--- src/rtl/abc_stim_pkg.sv ---
// Shared types for the A/B/C stimulus sequencer: FSM states, table entry, idle vector.
package abc_stim_pkg;
  typedef enum logic [1:0] {IDLE, RUN, FIN} state_t;

  // Widest dwell a table entry can carry; instances use DWELL_W <= this
  localparam int DWELL_MAX_W = 16;

  typedef struct packed {
    logic [2:0]             vec;
    logic [DWELL_MAX_W-1:0] dwell;
  } entry_t;

  localparam logic [2:0] ABC_IDLE_VEC = 3'b000;
endpackage

--- src/rtl/abc_stim_table.sv ---
// Step table: one synchronous write port, one asynchronous read port.
// Reset restores every entry to the idle vector with a dwell of 1.
module abc_stim_table
  import abc_stim_pkg::*;
#(
  parameter int DEPTH   = 4,
  parameter int DWELL_W = 8,
  parameter int AW      = $clog2(DEPTH)
) (
  input  logic               clk,
  input  logic               reset,
  input  logic               i_we,
  input  logic [AW-1:0]      i_waddr,
  input  logic [2:0]         i_wvec,
  input  logic [DWELL_W-1:0] i_wdwell,
  input  logic [AW-1:0]      i_raddr,
  output entry_t             o_rd
);
  logic [2:0]         r_vec   [DEPTH];
  logic [DWELL_W-1:0] r_dwell [DEPTH];

  always_ff @(posedge clk) begin
    if (reset) begin
      for (int i = 0; i < DEPTH; i++) begin
        r_vec[i]   <= ABC_IDLE_VEC;
        r_dwell[i] <= DWELL_W'(1);
      end
    end else if (i_we) begin
      r_vec[i_waddr]   <= i_wvec;
      r_dwell[i_waddr] <= i_wdwell;
    end
  end

  assign o_rd = '{vec: r_vec[i_raddr], dwell: DWELL_MAX_W'(r_dwell[i_raddr])};
endmodule

--- src/rtl/abc_stim_seq.sv ---
// A/B/C stimulus sequencer: plays table entries in order, each held for max(dwell,1) cycles.
// Optional ABC_STIM_LOOP_EN adds a 'loop' input that wraps the last step back to step 0.
module abc_stim_seq
  import abc_stim_pkg::*;
#(
  parameter int DEPTH   = 4,
  parameter int DWELL_W = 8
) (
  input  logic                     clk,
  input  logic                     reset,
  input  logic                     ld_valid,
  input  logic [$clog2(DEPTH)-1:0] ld_addr,
  input  logic [2:0]               ld_vec,
  input  logic [DWELL_W-1:0]       ld_dwell,
  input  logic [$clog2(DEPTH):0]   num_steps,
  input  logic                     start,
`ifdef ABC_STIM_LOOP_EN
  input  logic                     loop,
`endif
  output logic [2:0]               abc,
  output logic                     sample,
  output logic [$clog2(DEPTH)-1:0] step_idx,
  output logic                     busy,
  output logic                     done,
  output logic                     ld_err
);
  localparam int AW = $clog2(DEPTH);
  localparam logic [AW:0] DEPTH_N = (AW+1)'(DEPTH);

  state_t             r_state;
  logic [2:0]         r_abc;
  logic               r_sample;
  logic [AW-1:0]      r_step;
  logic               r_busy;
  logic               r_done;
  logic               r_ld_err;
  logic [DWELL_W-1:0] r_cnt;
  logic [AW:0]        r_nsteps;

  logic               w_addr_ok, w_start_ok, w_last, w_loop, w_we;
  logic [AW-1:0]      w_raddr;
  entry_t             w_rd;
  logic [DWELL_W-1:0] w_load_cnt;

`ifdef ABC_STIM_LOOP_EN
  assign w_loop = loop;
`else
  assign w_loop = 1'b0;
`endif

  assign w_addr_ok  = {1'b0, ld_addr} < DEPTH_N;
  assign w_we       = ld_valid && (r_state == IDLE) && w_addr_ok;
  assign w_start_ok = start && (num_steps != '0) && (num_steps <= DEPTH_N);
  assign w_last     = {1'b0, r_step} == (r_nsteps - (AW+1)'(1));
  // Read port always points at the entry the next step change would load
  assign w_raddr    = (r_state == RUN && !w_last) ? r_step + AW'(1) : '0;
  // Cycles remaining after the first one; a dwell of 0 is treated as 1
  assign w_load_cnt = (w_rd.dwell == '0) ? '0 : w_rd.dwell[DWELL_W-1:0] - DWELL_W'(1);

  abc_stim_table #(.DEPTH(DEPTH), .DWELL_W(DWELL_W), .AW(AW)) u_table (
    .clk     (clk),
    .reset   (reset),
    .i_we    (w_we),
    .i_waddr (ld_addr),
    .i_wvec  (ld_vec),
    .i_wdwell(ld_dwell),
    .i_raddr (w_raddr),
    .o_rd    (w_rd)
  );

  always_ff @(posedge clk) begin
    if (reset) begin
      r_state  <= IDLE;
      r_abc    <= ABC_IDLE_VEC;
      r_sample <= 1'b0;
      r_step   <= '0;
      r_busy   <= 1'b0;
      r_done   <= 1'b0;
      r_ld_err <= 1'b0;
      r_cnt    <= '0;
      r_nsteps <= '0;
    end else begin
      r_done   <= 1'b0;
      r_ld_err <= ld_valid && (r_state != IDLE || !w_addr_ok);
      case (r_state)
        IDLE: if (w_start_ok) begin
          r_state  <= RUN;
          r_nsteps <= num_steps;
          r_step   <= '0;
          r_abc    <= w_rd.vec;
          r_cnt    <= w_load_cnt;
          r_sample <= (w_load_cnt == '0);
          r_busy   <= 1'b1;
        end
        RUN: begin
          if (r_cnt != '0) begin
            r_cnt    <= r_cnt - DWELL_W'(1);
            r_sample <= (r_cnt == DWELL_W'(1));
          end else if (!w_last || w_loop) begin
            r_step   <= w_last ? '0 : r_step + AW'(1);
            r_abc    <= w_rd.vec;
            r_cnt    <= w_load_cnt;
            r_sample <= (w_load_cnt == '0);
          end else begin
            r_state  <= FIN;
            r_abc    <= ABC_IDLE_VEC;
            r_sample <= 1'b0;
            r_busy   <= 1'b0;
            r_done   <= 1'b1;
          end
        end
        FIN:     r_state <= IDLE;
        default: r_state <= IDLE;
      endcase
    end
  end

  assign abc      = r_abc;
  assign sample   = r_sample;
  assign step_idx = r_step;
  assign busy     = r_busy;
  assign done     = r_done;
  assign ld_err   = r_ld_err;
endmodule

--- config.mk ---
export PLATFORM = sky130hd
export DESIGN_NAME = abc_stim_seq
export DESIGN_NICKNAME = d
export VERILOG_FILES = /design/src/rtl/abc_stim_pkg.sv /design/src/rtl/abc_stim_table.sv /design/src/rtl/abc_stim_seq.sv
export SDC_FILE = /design/constraint.sdc
export NUM_CORES = 1
export LEC_CHECK = 0
export ABC_CLOCK_PERIOD_IN_PS = 3750
export CAP_MARGIN = 30
export CORE_UTILIZATION = 50
export DETAILED_ROUTE_END_ITERATION = 10
export GPL_TIMING_DRIVEN = 0
export PLACE_DENSITY = 0.76
export SYNTH_ARGS = -nofsm -noshare
export SYNTH_HDL_FRONTEND = slang
export SYNTH_HIERARCHICAL = 1
export SYNTH_SLANG_ARGS = --single-unit
--- constraint.sdc ---
create_clock -name clk -period 3.75 [get_ports clk]
set_input_delay 0.75 -clock clk [delete_from_list [all_inputs] [get_ports clk]]
set_output_delay 0.75 -clock clk [all_outputs]
set_load 0.01 [all_outputs]
-- After elaboration in Yosys (flattened, before gate mapping)
Memories as Yosys holds them, arrays and structs flattened.
Cells that the tools add are included.
- register bits: 22
- output and inout bits: 9
- bits in writable memories: 44
- memories: 2
- input port bits: 20
- memory bits (read-only): 0
- latch bits: 0
- word-level logic and storage cells: 86
- bitwise logic cells: 1
- shift-type cells: 0
- magnitude comparators: 1
- div/mod/pow operators: 0
- multiply operators: 0
- mux-type cells: 38
- equality and inequality tests: 8
- add/sub/neg operators: 4
- reductions and logical operators: 23
- memories (name ; words ; width ; read ports ; clocked after memory_dff ; write ports ; line ; text):
    u_table.r_dwell ; 4 ; 8 ; 1 ; 0 ; 4 ; abc_stim_table.sv:20 ; logic [DWELL_W-1:0] r_dwell [DEPTH];
    u_table.r_vec ; 4 ; 3 ; 1 ; 0 ; 4 ; abc_stim_table.sv:19 ; logic [2:0] r_vec [DEPTH];
- operators with widths (kind ; count):
    8-bit two-way mux ; 5
    2-bit two-way mux ; 9
    16-bit zero test ; 1
    8-bit case mux with 2 select lines ; 1
    8-bit by 1-bit subtractor with 8-bit output (second input constant) ; 2
    1-bit two-way mux ; 14
    3-bit two-way mux ; 4
    3-bit AND reduction ; 3
    8-bit by 1-bit == test with 1-bit output (second input constant) ; 1
    8-bit zero test ; 1
    2-bit inequality test (second input constant) ; 4
    2-bit case mux with 2 select lines ; 2
    4-bit AND reduction ; 2
    8-bit nonzero test ; 1
    8-bit OR reduction ; 1
    3-bit case mux with 2 select lines ; 1
    3-bit OR reduction ; 2
    1-bit logical AND ; 5
    1-bit case mux with 2 select lines ; 2
    2-bit AND reduction ; 2
    2-bit nonzero test ; 2
    2-bit by 3-bit == test with 1-bit output ; 1
    3-bit <= comparator (second input constant) ; 1
    3-bit by 2-bit inequality test with 1-bit output (second input constant) ; 1
    other kinds (7) ; 7

-- Logic depth before layout (Yosys ltp)
An unclocked memory read counts as a cell.
- word-level depth: 12
- gate-level depth with buffers: 15
- gate-level depth less buffers: 14

-- Cells and area by module
The synthesis kept the hierarchy.
- modules (own cells, without submodules) (module ; times used ; sequential area each (um^2) ; cells each ; area each (um^2)):
    abc_stim_table ; 1 ; 1321.3 ; 125 ; 2037.0
    abc_stim_seq ; 1 ; 440.4 ; 177 ; 1427.6

-- Worst setup path after synthesis
No wires, ideal clock.
- kind: reg2reg
- start point: reg r_nsteps[0]
- end point: reg r_sample (netlist: sample)
- data required time: 3.664 ns
- buffers on the path: 1
- path slack: 0.136 ns
- arrival time: 3.528 ns
- clock period less this slack: 3.614 ns
- cell stages (with the launch flop): 14
- setup time: 0.086 ns
- cells stage by stage: dfxtp_1 -> inv_1 -> ha_1 -> xnor2_1 -> or3_1 -> nand2_1 -> nor2_1 -> buf_6 -> mux4_2 -> or4_1 -> o31a_1 -> a2111oi_2 -> o211ai_1 -> a221oi_2
- RTL lines (element ; line ; text):
    start, declared ; abc_stim_seq.sv:38 ; logic [AW:0] r_nsteps;
    start signal, assigned ; abc_stim_seq.sv:88 ; r_nsteps <= num_steps;
    end signal, assigned ; abc_stim_seq.sv:92 ; r_sample <= (w_load_cnt == '0);
    end signal, assigned ; abc_stim_seq.sv:98 ; r_sample <= (r_cnt == DWELL_W'(1));
    end signal, assigned ; abc_stim_seq.sv:103 ; r_sample <= (w_load_cnt == '0);
    end, declared ; abc_stim_seq.sv:32 ; logic r_sample;

==> flow_metrics.tcl <==
set metrics [dict create \
    outcome "finished clean" \
    final_area_um2 4220 \
    antenna-diode-count 0 \
    post_dp_cell_area_um2 3870 \
    cp_max_fo 5 \
    timing_hold_violations_final 0 \
    final-instance-count-excl-fill 439 \
    pwr_density_cell_nw_per_um2 413 \
    first_global_vias 2268 \
    synth_enable_flop_cells 44 \
    setup_viol 0 \
    grt.overflow.total 0 \
    synthesis.area_um2 3460 \
    clock_sink_count 66 \
    clkSlewWorstSetupHoldPaths_ns 0.08 \
    floorplan.io_pins 29 \
    setup.worst_path.start_class "flip-flop" \
    number_of_standard_cells_after_synthesis 302 \
    timing.critical_path.cells "inv_1 > ha_4 > xnor2_2 > or3_4 > nand2_4 > nor2_4 > buf_6 > buf_6 > mux4_2 > inv_2 > ha_4 > nand2_1 > or4_4 > a2111oi_4 > o211ai_1 > a221oi_2" \
    highest-signal-layer "met4" \
    detailroute.via_count 2436 \
    cts.path.max_buffers 2 \
    synth_top_area_share_pct 38.1 \
    timing_worst_setup_path_type "reg -> reg" \
    worstMarginPinSlew_ns 0.847 \
    nets 383 \
    avgSynthCellArea_um2 11.5 \
    grt_pass1_wl_um 11200 \
    dp_cells 415 \
    post-synth-top-area-cell "sky130_fd_sc_hd__edfxtp_1" \
    finalCriticalPeriod_ns 3.57 \
    cp_data_required_time_ns 4.02 \
    cell_with_the_largest_stage_delay_on_the_worst_path "sky130_fd_sc_hd__mux4_2" \
    io_buffer_count 28 \
    dr_wl_met2_um 3630 \
    slew_margin_rel_pct 43.0 \
    ctsRootBufferMaster "sky130_fd_sc_hd__clkbuf_8" \
    maximum_number_of_pins_on_one_net_before_global_route_repair 15 \
    hold_path_class "reg -> reg" \
    dp.final_hpwl_um 4730 \
    initial_cell_density_of_the_core_pct 53.0 \
    drt-vias-per-instance 5.55 \
    share_of_flip_flops_with_an_asynchronous_set_or_reset_after_synthesis_pct 0 \
    grt_antenna_before_repair 0 \
    report.final.slew_viol_count 0 \
    post-route-util_pct 64.6 \
    synthMostInstantiatedCell "sky130_fd_sc_hd__edfxtp_1" \
    yosysWarnings 6 \
    yosys_most_used_dff "sky130_fd_sc_hd__edfxtp_1" \
    finalWirelength_um 6960 \
    cts-buffers-inserted 9 \
    drt_pre_antenna_iters 4 \
    dieWidth_um 85.2 \
    critical_path.endpoint_type "flip-flop" \
    drt-met1-wl_um 3030 \
    critPathArrivalTime_ns 3.84 \
    routed_met3_length_um 251 \
    placeable_area_um2 6530 \
    area_of_the_die_um2 7270 \
    global_placer_s_final_weighted_congestion 0.807 \
    synth.top_cells.by_count "44 x sky130_fd_sc_hd__edfxtp_1, 41 x sky130_fd_sc_hd__and2_1, 22 x sky130_fd_sc_hd__dfxtp_1" \
    setup_tns_ns 0 \
    drt.antenna.violating_nets 0 \
    floorplan.rows 29 \
    total_leakage_power_nw 1.57 \
    finalClockSkew_ns 0.00835 \
    cts_tree "built" \
    final.period_utilization_pct 95.3 \
    groute.usage.overall_pct 20.5 \
    synth.top_cells.by_area "sky130_fd_sc_hd__edfxtp_1 38%, sky130_fd_sc_hd__dfxtp_1 13%, sky130_fd_sc_hd__and2_1 7.4%" \
    ir_drop_v 0.000300 \
    path_delay_family "simple AND/OR/NAND/NOR gates" \
    drc 0 \
    drt_first_iter_violations 114 \
    max_cap_viol_count 0 \
    ctsHtreeMaxLevel 3 \
    clk_latency_ns 0.35 \
    synth.lib_cells_used.distinct 56 \
    synth-seq-area-share_pct 50.8 \
    fmaxAchievable_mhz 280 \
    yosys_register_bits 66 \
    wl_per_cell_um 15.9 \
    dieHeight_um 85.2 \
    area_delta_synth_final_pct 21.8 \
    worstPathBufferInverterCount 4 \
    cpPeakStageDelay_ns 0.44 \
    final_layout_size_suffix_gt1_share_pct 21.3 \
]
[cells by family (layout without fill, tap and decap cells)]
family / Yosys count / count (layout) / share of synthesized area (%)
buf+inv: 33 / 86 / 5.20
xor+xnor: 9 / 9 / 2.28
mux: 15 / 15 / 8.31
simple gates: 122 / 122 / 21.0
flops: 66 / 66 / 50.8
fa+ha+maj: 6 / 6 / 2.17
compound gates: 50 / 50 / 10.1
other cells: 1 / 8 / 0.108
[worst min-delay path, cell delays in order (launching register included)]
cell and delay (ns):
sky130_fd_sc_hd__dfxtp_1 0.31, sky130_fd_sc_hd__nand2_1 0.05, sky130_fd_sc_hd__a21oi_1 0.05
[flip-flops by register name, indices dropped and copies added (netlist names)]
signal	cells
u_table/r_dwell	32
u_table/r_vec	12
r_cnt	8
abc	3
r_nsteps	3
r_state	2
step_idx	2
busy	1
done	1
ld_err	1
sample	1
[cells in the final DEF (no fill, tap or decap), types with 5 or more instances in the layout]
master / count
sky130_fd_sc_hd__conb_1: 8
sky130_fd_sc_hd__a21oi_1: 15
sky130_fd_sc_hd__nor4_1: 7
sky130_fd_sc_hd__o21ai_0: 7
sky130_fd_sc_hd__nor3_1: 5
sky130_fd_sc_hd__nand2_1: 15
sky130_fd_sc_hd__inv_1: 10
sky130_fd_sc_hd__mux4_2: 11
sky130_fd_sc_hd__nor2_1: 16
sky130_fd_sc_hd__dfxtp_1: 21
sky130_fd_sc_hd__and2_1: 41
sky130_fd_sc_hd__buf_4: 19
sky130_fd_sc_hd__nand2b_1: 6
sky130_fd_sc_hd__clkbuf_8: 9
sky130_fd_sc_hd__edfxtp_1: 44
sky130_fd_sc_hd__clkdlybuf4s50_1: 28
[cell type report]
cell class | count | area [µm²]
inverters | 12 | 45.0
multi-input cells | 210 | 1630
fillers | 498 | 2310
flip-flops and latches | 66 | 1760
plain buffers | 20 | 134
clock inverters | 7 | 68.8
repair buffers | 38 | 359
well taps | 77 | 96.3
clock buffers | 9 | 124
[stage by stage]
stage | hold WS [ns] | power, mW | setup WS [ns]
after CTS | 0.452 | 1.74 | 0.00926
after floorplan | 0.463 | 1.06 | 0.136
final | 0.450 | 1.75 | 0.176
after global placement | 0.443 | 1.14 | -0.143
after global routing | 0.480 | 1.83 | -0.0139
after detailed placement | 0.442 | 1.15 | -0.187
[layer usage]
metal,global-route usage (%),up-vias
met5,0,-
met4,4.62,0
met3,5.93,7
met2,36.4,53
met1,24.8,1173
li1,-,1203
[timing repair]
item | CTS | global route
hold buffers | 0 | 0
pin swaps | 1 | 6
setup endpoints to repair | 2 | 6
setup buffers | 3 | 6
resized for setup | 4 | 14
[worst paths after layout]
check,endpoint,from,slack [ns],cells past startpoint
hold / removal,abc[0]$_SDFFE_PP0P_,abc[0]$_SDFFE_PP0P_,0.45,2
setup reg to reg,sample$_SDFFE_PP0P_,r_nsteps[0]$_SDFFE_PP0P_,0.18,16
setup / recovery,sample$_SDFFE_PP0P_,r_nsteps[0]$_SDFFE_PP0P_,0.18,16
hold reg to reg,abc[0]$_SDFFE_PP0P_,abc[0]$_SDFFE_PP0P_,0.45,2
[power breakdown]
part	total [mW]	switching, mW	internal (mW)
registers	0.848	0.0261	0.822
clock network	0.586	0.281	0.305
logic	0.311	0.161	0.151
total	1.75	0.468	1.28
Power figures use the tool's default switching activity.
